### src/rtl/sha2_pkg.sv
// sha2_pkg -- shared SHA-2 (256/224) definitions.
// Contents: FSM state encoding, the 64 round constants K, the SHA-256 and
// SHA-224 initial hash values, and the rotate/Sigma/sigma helper functions
// used by the round logic and the message schedule.
package sha2_pkg;

  typedef enum logic [1:0] {
    IDLE  = 2'd0,
    COMP  = 2'd1,
    FINAL = 2'd2,
    OUT   = 2'd3
  } state_t;

  localparam logic [31:0] SHA256_K [0:63] = '{
    32'h428a2f98, 32'h71374491, 32'hb5c0fbcf, 32'he9b5dba5, 32'h3956c25b, 32'h59f111f1, 32'h923f82a4, 32'hab1c5ed5,
    32'hd807aa98, 32'h12835b01, 32'h243185be, 32'h550c7dc3, 32'h72be5d74, 32'h80deb1fe, 32'h9bdc06a7, 32'hc19bf174,
    32'he49b69c1, 32'hefbe4786, 32'h0fc19dc6, 32'h240ca1cc, 32'h2de92c6f, 32'h4a7484aa, 32'h5cb0a9dc, 32'h76f988da,
    32'h983e5152, 32'ha831c66d, 32'hb00327c8, 32'hbf597fc7, 32'hc6e00bf3, 32'hd5a79147, 32'h06ca6351, 32'h14292967,
    32'h27b70a85, 32'h2e1b2138, 32'h4d2c6dfc, 32'h53380d13, 32'h650a7354, 32'h766a0abb, 32'h81c2c92e, 32'h92722c85,
    32'ha2bfe8a1, 32'ha81a664b, 32'hc24b8b70, 32'hc76c51a3, 32'hd192e819, 32'hd6990624, 32'hf40e3585, 32'h106aa070,
    32'h19a4c116, 32'h1e376c08, 32'h2748774c, 32'h34b0bcb5, 32'h391c0cb3, 32'h4ed8aa4a, 32'h5b9cca4f, 32'h682e6ff3,
    32'h748f82ee, 32'h78a5636f, 32'h84c87814, 32'h8cc70208, 32'h90befffa, 32'ha4506ceb, 32'hbef9a3f7, 32'hc67178f2
  };

  localparam logic [31:0] SHA256_IV [0:7] = '{
    32'h6a09e667, 32'hbb67ae85, 32'h3c6ef372, 32'ha54ff53a,
    32'h510e527f, 32'h9b05688c, 32'h1f83d9ab, 32'h5be0cd19
  };

  localparam logic [31:0] SHA224_IV [0:7] = '{
    32'hc1059ed8, 32'h367cd507, 32'h3070dd17, 32'hf70e5939,
    32'hffc00b31, 32'h68581511, 32'h64f98fa7, 32'hbefa4fa4
  };

  function automatic logic [31:0] ror(input logic [31:0] x, input int unsigned n);
    return (x >> n) | (x << (32 - n));
  endfunction

  function automatic logic [31:0] big_sigma0(input logic [31:0] x);
    return ror(x, 2) ^ ror(x, 13) ^ ror(x, 22);
  endfunction

  function automatic logic [31:0] big_sigma1(input logic [31:0] x);
    return ror(x, 6) ^ ror(x, 11) ^ ror(x, 25);
  endfunction

  function automatic logic [31:0] small_sigma0(input logic [31:0] x);
    return ror(x, 7) ^ ror(x, 18) ^ (x >> 3);
  endfunction

  function automatic logic [31:0] small_sigma1(input logic [31:0] x);
    return ror(x, 17) ^ ror(x, 19) ^ (x >> 10);
  endfunction

endpackage

### src/rtl/sha2_round.sv
// sha2_round -- one combinational SHA-256 compression round.
// Ports: a_i..h_i working variables in, k_i round constant, w_i schedule
// word; a_o..h_o working variables after the round.
module sha2_round
  import sha2_pkg::*;
(
  input  logic [31:0] a_i,
  input  logic [31:0] b_i,
  input  logic [31:0] c_i,
  input  logic [31:0] d_i,
  input  logic [31:0] e_i,
  input  logic [31:0] f_i,
  input  logic [31:0] g_i,
  input  logic [31:0] h_i,
  input  logic [31:0] k_i,
  input  logic [31:0] w_i,
  output logic [31:0] a_o,
  output logic [31:0] b_o,
  output logic [31:0] c_o,
  output logic [31:0] d_o,
  output logic [31:0] e_o,
  output logic [31:0] f_o,
  output logic [31:0] g_o,
  output logic [31:0] h_o
);

  logic [31:0] ch_v, maj_v, t1, t2;

  always_comb begin
    ch_v  = (e_i & f_i) ^ (~e_i & g_i);
    maj_v = (a_i & b_i) ^ (a_i & c_i) ^ (b_i & c_i);
    t1    = h_i + big_sigma1(e_i) + ch_v + k_i + w_i;
    t2    = big_sigma0(a_i) + maj_v;
  end

  assign a_o = t1 + t2;
  assign b_o = a_i;
  assign c_o = b_i;
  assign d_o = c_i;
  assign e_o = d_i + t1;
  assign f_o = e_i;
  assign g_o = f_i;
  assign h_o = g_i;

endmodule

### src/rtl/sha256_core_gen.sv
// sha256_core_gen -- iterative SHA-256 (optionally SHA-224) block core.
// Parameter ROUNDS_PER_CYCLE (1, 2 or 4) sets rounds chained per clock.
// Ports: clk, rst_n (async active-low); in_valid/in_ready block handshake
// with block_in (word 0 at [511:480]), first (start from IV), last (final
// block), mode_224 (SHA-224, sampled with first=1); abort (synchronous
// cancel, clears H); out_valid/out_ready digest handshake; digest = H0..H7,
// H0 at [255:224].
// Handshake: a transfer happens on any rising edge where valid && ready are
// both high; the producer holds its payload stable while valid is high and
// ready is low.
// Build option: define SHA256_CORE_GEN_SHA224_EN to include SHA-224 support;
// otherwise mode_224 is ignored.
module sha256_core_gen
  import sha2_pkg::*;
#(
  parameter int ROUNDS_PER_CYCLE = 1
) (
  input  logic         clk,
  input  logic         rst_n,
  input  logic         in_valid,
  output logic         in_ready,
  input  logic [511:0] block_in,
  input  logic         first,
  input  logic         last,
  input  logic         mode_224,
  input  logic         abort,
  output logic         out_valid,
  input  logic         out_ready,
  output logic [255:0] digest
);

  localparam int R      = ROUNDS_PER_CYCLE;
  localparam int CYCLES = 64 / R;

  if (!(R == 1 || R == 2 || R == 4)) begin : g_bad_rounds
    $error("sha256_core_gen: ROUNDS_PER_CYCLE must be 1, 2 or 4");
  end

  state_t      state_q, state_d;
  logic [5:0]  cnt_q, cnt_d;
  logic        in_ready_q, in_ready_d;
  logic        out_valid_q, out_valid_d;
  logic        first_q, first_d;
  logic        last_q, last_d;
  logic [31:0] h_q [0:7];
  logic [31:0] h_d [0:7];
  logic [31:0] wv_q [0:7];
  logic [31:0] wv_d [0:7];
  logic [31:0] w_q [0:15];
  logic [31:0] w_d [0:15];
  logic [31:0] iv_new [0:7];   // IV for a block being accepted now
  logic [31:0] iv_held [0:7];  // IV of the message currently in flight
  logic        mode_q;

`ifdef SHA256_CORE_GEN_SHA224_EN
  logic mode_d;
`else
  logic unused_mode;
  assign unused_mode = mode_224;
  assign mode_q      = 1'b0;
`endif

  always_comb begin
    for (int i = 0; i < 8; i++) begin
      iv_new[i]  = SHA256_IV[i];
      iv_held[i] = SHA256_IV[i];
`ifdef SHA256_CORE_GEN_SHA224_EN
      if (mode_224) iv_new[i]  = SHA224_IV[i];
      if (mode_q)   iv_held[i] = SHA224_IV[i];
`endif
    end
  end

  // Round chain: rs[0] is the registered state, rs[R] the state after R rounds.
  // The window w_q always starts at the current round's word, so round j of
  // this cycle simply uses w_q[j].
  logic [31:0] rs [0:R][0:7];

  for (genvar i = 0; i < 8; i++) begin : g_rs0
    assign rs[0][i] = wv_q[i];
  end

  for (genvar j = 0; j < R; j++) begin : g_round
    logic [5:0] k_idx;
    assign k_idx = 6'(int'(cnt_q) * R + j);
    sha2_round u_round (
      .a_i(rs[j][0]), .b_i(rs[j][1]), .c_i(rs[j][2]), .d_i(rs[j][3]),
      .e_i(rs[j][4]), .f_i(rs[j][5]), .g_i(rs[j][6]), .h_i(rs[j][7]),
      .k_i(SHA256_K[k_idx]), .w_i(w_q[j]),
      .a_o(rs[j+1][0]), .b_o(rs[j+1][1]), .c_o(rs[j+1][2]), .d_o(rs[j+1][3]),
      .e_o(rs[j+1][4]), .f_o(rs[j+1][5]), .g_o(rs[j+1][6]), .h_o(rs[j+1][7])
    );
  end

  // 16-word schedule window extended by R freshly expanded words; later new
  // words may depend on earlier ones from the same cycle (R=4).
  logic [31:0] sched_ext [0:15+R];

  always_comb begin
    for (int i = 0; i < 16; i++) sched_ext[i] = w_q[i];
    for (int k = 0; k < R; k++) begin
      sched_ext[16+k] = small_sigma1(sched_ext[14+k]) + sched_ext[9+k]
                      + small_sigma0(sched_ext[1+k]) + sched_ext[k];
    end
  end

  always_comb begin
    state_d     = state_q;
    cnt_d       = cnt_q;
    out_valid_d = out_valid_q;
    first_d     = first_q;
    last_d      = last_q;
    h_d         = h_q;
    wv_d        = wv_q;
    w_d         = w_q;
`ifdef SHA256_CORE_GEN_SHA224_EN
    mode_d      = mode_q;
`endif
    if (abort) begin
      state_d     = IDLE;
      cnt_d       = '0;
      out_valid_d = 1'b0;
      for (int i = 0; i < 8; i++) h_d[i] = '0;
    end else begin
      case (state_q)
        IDLE: begin
          if (in_valid && in_ready_q) begin
            state_d = COMP;
            cnt_d   = '0;
            first_d = first;
            last_d  = last;
`ifdef SHA256_CORE_GEN_SHA224_EN
            if (first) mode_d = mode_224;
`endif
            for (int i = 0; i < 16; i++) w_d[i] = block_in[511-32*i -: 32];
            for (int i = 0; i < 8; i++) wv_d[i] = first ? iv_new[i] : h_q[i];
          end
        end
        COMP: begin
          for (int i = 0; i < 8; i++) wv_d[i] = rs[R][i];
          for (int i = 0; i < 16; i++) w_d[i] = sched_ext[i+R];
          cnt_d = cnt_q + 6'd1;
          if (cnt_q == 6'(CYCLES - 1)) state_d = FINAL;
        end
        FINAL: begin
          // H stays untouched until here so digest only moves in FINAL;
          // a first block adds onto the IV instead of the held H.
          for (int i = 0; i < 8; i++) h_d[i] = (first_q ? iv_held[i] : h_q[i]) + wv_q[i];
          state_d = last_q ? OUT : IDLE;
        end
        OUT: begin
          // out_valid rises one cycle after entering OUT.
          if (out_valid_q && out_ready) begin
            state_d     = IDLE;
            out_valid_d = 1'b0;
          end else begin
            out_valid_d = 1'b1;
          end
        end
        default: state_d = IDLE;
      endcase
    end
    in_ready_d = (state_d == IDLE);
  end

  always_ff @(posedge clk or negedge rst_n) begin
    if (!rst_n) begin
      state_q     <= IDLE;
      cnt_q       <= '0;
      in_ready_q  <= 1'b0;
      out_valid_q <= 1'b0;
      first_q     <= 1'b0;
      last_q      <= 1'b0;
      for (int i = 0; i < 8; i++) begin
        h_q[i]  <= '0;
        wv_q[i] <= '0;
      end
      for (int i = 0; i < 16; i++) w_q[i] <= '0;
`ifdef SHA256_CORE_GEN_SHA224_EN
      mode_q      <= 1'b0;
`endif
    end else begin
      state_q     <= state_d;
      cnt_q       <= cnt_d;
      in_ready_q  <= in_ready_d;
      out_valid_q <= out_valid_d;
      first_q     <= first_d;
      last_q      <= last_d;
      h_q         <= h_d;
      wv_q        <= wv_d;
      w_q         <= w_d;
`ifdef SHA256_CORE_GEN_SHA224_EN
      mode_q      <= mode_d;
`endif
    end
  end

  assign in_ready  = in_ready_q;
  assign out_valid = out_valid_q;

  always_comb begin
    digest = '0;
    for (int i = 0; i < 8; i++) digest[255-32*i -: 32] = h_q[i];
    if (mode_q) digest[31:0] = '0;
  end

endmodule

### config.mk
export PLATFORM = sky130hd
export DESIGN_NAME = sha256_core_gen
export DESIGN_NICKNAME = d
export VERILOG_FILES = /design/src/rtl/sha2_pkg.sv /design/src/rtl/sha2_round.sv /design/src/rtl/sha256_core_gen.sv
export SDC_FILE = /design/constraint.sdc
export NUM_CORES = 2
export LEC_CHECK = 0
export CORE_UTILIZATION = 40
export CTS_CLUSTER_DIAMETER = 50
export DETAILED_ROUTE_END_ITERATION = 7
export PLACE_DENSITY = 0.69
export SLEW_MARGIN = 40
export SYNTH_ARGS = -nofsm -noshare
export SYNTH_HDL_FRONTEND = slang
export SYNTH_HIERARCHICAL = 1
export SYNTH_SLANG_ARGS = --single-unit
### constraint.sdc
create_clock -name clk -period 12.1 [get_ports clk]
set_clock_uncertainty 0.05 [all_clocks]
set_input_delay 2.42 -clock clk [delete_from_list [all_inputs] [get_ports clk]]
set_output_delay 2.42 -clock clk [all_outputs]
set_load 0.02 [all_outputs]
Yosys cells after proc, flatten, opt, wreduce, memory -nomap -nowiden

Memory sizes are Yosys's and may differ from the RTL's.
Cells that the tools add are included.

Output and inout port bits: 258
Register bits: 1036
Memories: 1
Logic and storage cells: 141
ROM bits: 2048

Reductions and logical operators: 11
Bitwise gates (word level): 29
$lt $le $gt $ge: 1
Equality and inequality tests: 6
Multiplexer cells: 36
Add/sub/neg operators: 19

Memory list:

| name             | words | width | rd ports | clocked after Yosys merged registers in | wr ports | line                  | text |
|---|---|---|---|---|---|---|---|
| (name not given) | 64    | 32    | 1        | 0                                       | 0        | sha256_core_gen.sv:89 | `.k_i(SHA256_K[k_idx]), .w_i(w_q[j]),` |

Operator list:

| kind                              | count |
|---|---|
| case mux 512 bit (2 select lines) | 1 |
| two-way mux 256 bit               | 3 |
| adder 32 bit                      | 18 |
| two-way mux 32 bit                | 18 |
| two-way mux 512 bit               | 1 |
| case mux 256 bit (2 select lines) | 1 |
| XOR 32 bit                        | 9 |
| AND 32 bit                        | 5 |
| NOT 32 bit                        | 1 |
| bitwise OR 10 x 32 -> 32 bit      | 1 |
| bitwise OR 13 x 32 -> 32 bit      | 1 |
| bitwise OR 14 x 32 -> 32 bit      | 1 |
| bitwise OR 15 x 32 -> 32 bit      | 1 |
| bitwise OR 19 x 32 -> 32 bit      | 1 |
| bitwise OR 21 x 32 -> 32 bit      | 1 |
| bitwise OR 25 x 32 -> 32 bit      | 1 |
| bitwise OR 26 x 32 -> 32 bit      | 1 |
| bitwise OR 30 x 32 -> 32 bit      | 1 |
| bitwise OR 7 x 32 -> 32 bit       | 1 |
| XOR 32 x 22 -> 32 bit             | 1 |
| XOR 32 x 29 -> 32 bit             | 1 |
| two-way mux 6 bit                 | 2 |
| case mux 6 bit (2 select lines)   | 1 |
| two-way mux 2 bit                 | 5 |
| 17 further kinds                  | 25 |

Logic depth before layout (Yosys ltp)

Depth in word-level cells: 9
Gate-level depth with buffers: 40
Mapped depth without buffers: 38

Modules after synthesis

Netlist, hierarchy kept.

Modules (own cells, without submodules):

| module          | cells an instance | sequential area each (µm²) | area each (µm²) | times used |
|---|---|---|---|---|
| sha256_core_gen | 8098              | 25924.9                    | 65459.0         | 1 |
| sha2_round      | 1334              | 0.0                        | 10985.5         | 1 |

Worst setup path after synthesis

Ideal clock, no wire load.

Kind: flip-flop to flip-flop
Start point: register cnt_q[1]
End point: register wv_q, in the netlist rs[511]
Setup time: 0.135 ns
Cell stages (with the launch flop): 38
Path slack: 3.413 ns
Arrival time: 8.502 ns
Path buffers: 2
Cell sequence: dfrtp_1 -> inv_1 -> ha_1 -> clkbuf_1 -> clkbuf_1 -> nor2_1 -> o21ai_0 -> o21ai_0 -> a211oi_1 -> inv_1 -> fa_1 -> fa_1 -> inv_1 -> fa_1 -> ha_1 -> fa_1 -> a211oi_1 -> o211ai_1 -> (+2 left out) -> o21ai_0 -> a21o_1 -> a21o_1 -> xor2_1 -> inv_1 -> fa_1 -> inv_1 -> ha_1 -> and3_1 -> o211a_1 -> and2_1 -> a2111oi_4 -> nor4_2 -> o41ai_2 -> a21oi_1 -> xnor2_1 -> a21oi_1 -> o21ai_0

RTL lines:

| item                   | line                   | text |
|---|---|---|
| start, declared        | sha256_core_gen.sv:40  | `logic [5:0] cnt_q, cnt_d;` |
| start signal, assigned | sha256_core_gen.sv:184 | `cnt_q <= cnt_d;` |
| end signal, assigned   | sha256_core_gen.sv:190 | `wv_q <= wv_d;` |
| end, declared          | sha256_core_gen.sv:47  | `logic [31:0] wv_q [0:7];` |

==> impl_metrics.prom <==
# TYPE chip_impl_metric gauge
chip_impl_metric{name="worst_ep_required_time",unit="ns"} 12.78
chip_impl_metric{name="vias_per_cell",unit=""} 5.79
chip_impl_metric{name="timing.critical_path.arrival",unit="ns"} 10.65
chip_impl_metric{name="top_level_ports",unit=""} 778
chip_impl_metric{name="overall_routing_resource_usage",unit="%"} 32.0
chip_impl_info{name="hold_start",value="sched_ext[44]$_DFFE_PN0P_"} 1
chip_impl_metric{name="die_x",unit="µm"} 439
chip_impl_metric{name="synth-edff-count",unit=""} 0
chip_impl_metric{name="synth_async_sr_flop_share",unit="%"} 100
chip_impl_info{name="run_status",value="finished clean"} 1
chip_impl_metric{name="grt_pass1_wl",unit="mm"} 457
chip_impl_metric{name="final.hold.worst_slack",unit="ns"} 0.428
chip_impl_metric{name="cts.clk_slew.worst_paths",unit="ns"} 0.05
chip_impl_metric{name="floorplan.initialDensity",unit="%"} 40.2
chip_impl_metric{name="maximum_fanout_encountered_on_the_critical_timing_path",unit=""} 23
chip_impl_metric{name="reg2reg_depth",unit=""} 34
chip_impl_metric{name="globalRoute.totalOverflow",unit=""} 0
chip_impl_metric{name="drt_pass1_iterations",unit=""} 6
chip_impl_info{name="unrepaired_setup_endpoints_after_global_routing",value="false"} 1
chip_impl_info{name="reg2reg_from",value="cnt_q[1]$_DFFE_PN0P_"} 1
chip_impl_info{name="holdCritPathClass",value="reg2reg"} 1
chip_impl_metric{name="drt.antenna.violating_nets",unit=""} 0
chip_impl_info{name="final_cell_mix",value="nand2_1 (1,679), dfrtp_1 (1,032), nor2_1 (872)"} 1
chip_impl_metric{name="setup_total_neg_slack",unit="ns"} 0
chip_impl_metric{name="crit_path_max_incr_delay",unit="ns"} 0.56
chip_impl_metric{name="detailed_route_via_count",unit=""} 71300
chip_impl_metric{name="post_synth_num_cell_types",unit=""} 82
chip_impl_metric{name="multiInputGateArea",unit="µm²"} 45300
chip_impl_metric{name="cts_buffer_depth",unit=""} 3
chip_impl_metric{name="gp_congestion",unit=""} 0.984
chip_impl_metric{name="maxClockFrequency",unit="MHz"} 100
chip_impl_metric{name="regArea",unit="µm²"} 25900
chip_impl_metric{name="clock_latency_on_the_worst_skew_pair",unit="ns"} 0.84
chip_impl_info{name="timing.critical_path.slowest_stage_cell",value="a311oi_1"} 1
chip_impl_metric{name="timing_worst_slew_pin_value",unit="ns"} 0.897
chip_impl_metric{name="maxCapViolations",unit=""} 0
chip_impl_metric{name="cts_post_setup_buffers_inserted",unit=""} 0
chip_impl_info{name="cpMostUsedCell",value="fa_1"} 1
chip_impl_metric{name="floorplan.die.height",unit="µm"} 439
chip_impl_metric{name="grt_antenna_before_repair",unit=""} 50
chip_impl_metric{name="post_syn_area",unit="µm²"} 76400
chip_impl_metric{name="drive_above_1_share",unit="%"} 5.94
chip_impl_metric{name="dieArea",unit="µm²"} 193000
chip_impl_metric{name="number_of_synthesis_warnings",unit=""} 6
chip_impl_metric{name="seq_area_frac_synth",unit="%"} 33.9
chip_impl_info{name="endpoint_of_the_worst_register_to_register_path",value="rs[511]$_DFFE_PN0P_"} 1
chip_impl_metric{name="synth-seq-cells",unit=""} 1036
chip_impl_metric{name="detail_route.wl_per_cell",unit="µm"} 25.7
chip_impl_metric{name="finalCritPeriodShare",unit="%"} 82.3
chip_impl_info{name="final_common_cell",value="nand2_1"} 1
chip_impl_metric{name="floorplan.rows",unit=""} 160
chip_impl_metric{name="mappedNetlistNets",unit=""} 10500
chip_impl_metric{name="grt_max_degree",unit=""} 232
chip_impl_info{name="synth_top_flop_cell",value="dfrtp_1"} 1
chip_impl_info{name="clock_root_buffer",value="clkbuf_16"} 1
chip_impl_metric{name="cts.sinks",unit=""} 1036
chip_impl_metric{name="core_footprint",unit="µm²"} 190000
chip_impl_info{name="end_kind",value="flop"} 1
chip_impl_info{name="worstSetupStartpointType",value="flop"} 1
chip_impl_metric{name="post_synth.cell_area_avg",unit="µm²"} 8.10
chip_impl_info{name="criticalPathCategory",value="reg2reg"} 1
chip_impl_metric{name="postRouteWirelength",unit="mm"} 316
chip_impl_metric{name="first_global_vias",unit=""} 68000
chip_impl_metric{name="post_cts_resize_count",unit=""} 0
chip_impl_metric{name="worst-r2r-setup-slack",unit="ns"} 2.14
chip_impl_metric{name="initialDrtViolationCount",unit=""} 6913
chip_impl_metric{name="io_buffers",unit=""} 776
chip_impl_metric{name="final_net_count",unit=""} 10800
chip_impl_metric{name="slew_headroom",unit="%"} 39.6
chip_impl_metric{name="final-max-slew-violation-count",unit=""} 0
chip_impl_metric{name="dp_hpwl",unit="mm"} 241
chip_impl_metric{name="cts_made_buffers",unit=""} 149
chip_impl_metric{name="netlist_instances",unit=""} 9432
chip_impl_metric{name="timing.final.setup_violations",unit=""} 0
chip_impl_info{name="worstSetupStartpoint",value="cnt_q[1]$_DFFE_PN0P_"} 1
chip_impl_metric{name="drt_drc_violations_left",unit=""} 0
chip_impl_metric{name="post_cts_hold_buffer_count",unit=""} 0
chip_impl_metric{name="htree_num_levels",unit=""} 4
chip_impl_metric{name="final-hold-violation-count",unit=""} 0
chip_impl_info{name="endpoint",value="rs[511]$_DFFE_PN0P_"} 1
chip_impl_metric{name="area_growth_syn_to_layout",unit="%"} 18.4
chip_impl_metric{name="period_needed",unit="ns"} 9.96
chip_impl_info{name="cts_tree",value="done"} 1
chip_impl_metric{name="nFillCells",unit=""} 18300
[per-layer routing]
| metal | part of all wire, % | vias to the layer above | GRT usage (%) | wire, µm |
|---|---|---|---|---|
| li1 | - | 32700 | - | - |
| met1 | 39 | 34800 | 39.4 | 123000 |
| met2 | 47 | 3009 | 51.6 | 148000 |
| met3 | 6.4 | 792 | 4.77 | 20300 |
| met4 | 7.8 | 36 | 22.1 | 24700 |
| met5 | 0.070 | - | 0 | 222 |
[cells by family (layout without fill, tap and decap cells)]
group / Yosys count / in the layout / share of synthesized area, %
and+or+nand+nor: 3477 / 3477 / 19.9
AOI/OAI and AO/OA: 2469 / 2469 / 20.1
buffers and inverters: 1219 / 1562 / 6.93
DFF: 1036 / 1036 / 33.9
adders and majority gates: 605 / 605 / 11.7
xor gates and xnor gates: 578 / 578 / 6.62
muxes: 48 / 48 / 0.745
other: 0 / 30 / 0
[worst max-delay path, delay by kind of cell, from the launching register on]
family	cells	cell delay (ns)
buffers and inverters	5	0.75
AO/OA/AOI/OAI	14	3.58
flip-flops	1	0.47
adder cells (fa/ha/maj)	8	3.62
XOR/XNOR	2	0.33
AND/OR/NAND/NOR	5	1.08
[per-stage QoR]
stage	setup WS, ns	std cells	utilization [%]	cell area (µm²)
3_5_place_dp	2.29	12000	44.7	84900
4_1_cts	2.27	12300	47.5	90200
2_1_floorplan	3.41	9432	-	76400
5_1_grt	1.76	12300	47.6	90500
3_3_place_gp	2.26	12000	44.5	84500
6_report	2.14	12300	47.6	90500
[layout make-up]
| class | count | share of cell area, % |
|---|---|---|
| multi-input cells | 7177 | 50.1 |
| flip-flops and latches | 1036 | 28.7 |
| repair buffers | 881 | 10.2 |
| clock buffers | 186 | 4.56 |
| well taps | 2511 | 3.47 |
| inverters | 412 | 1.71 |
| clock inverters | 83 | 1.26 |
| diodes | 30 | 0.0830 |
[synthesized netlist by cell type (all sizes together), types with 14 or more instances]
cell type	number	share of area [%]
mux2	31	0.46
o21ai	611	4.0
buf	227	2.1
clkbuf	580	2.8
a22o	37	0.42
nand2	1680	8.2
ha	389	6.4
dfrtp	1036	34
a211oi	40	0.39
nor4	14	0.12
o21bai	52	0.51
a311oi	18	0.21
o22ai	16	0.13
a221oi	16	0.18
nor3b	125	1.2
xor2	204	2.3
nand3	89	0.58
a211o	21	0.24
and2	20	0.16
a31oi	524	4.3
and3	46	0.38
o21a	49	0.48
inv	412	2.0
maj3	21	0.27
fa	195	5.1
o31ai	160	1.6
nand2b	48	0.39
or2	145	1.2
nand4	48	0.39
a21o	216	2.1
a21oi	531	3.5
xnor2	374	4.3
o211ai	44	0.43
nor2b	150	1.2
nor3	192	1.3
o311ai	16	0.18
or3	22	0.18
nor2	874	4.3
[sequential cells by signal (all words and copies together) (netlist names), 2 cells and up]
register / flops
rs: 256
sched_ext: 512
state_q: 2
digest: 256
cnt_q: 6
[worst min path at each step]
stage	endpoint	slack, ns	cells after the start
global placement	sched_ext[38]$_DFFE_PN0P_	0.41	2
floorplan	sched_ext[35]$_DFFE_PN0P_	0.40	2
global route	sched_ext[35]$_DFFE_PN0P_	0.44	2
detailed placement	sched_ext[37]$_DFFE_PN0P_	0.42	2
CTS	sched_ext[37]$_DFFE_PN0P_	0.43	2
finish	sched_ext[44]$_DFFE_PN0P_	0.43	2
Power is left out: the tool's default activity adds up to more than one toggle a clock period on the data nets, which glitch-free logic cannot reach.
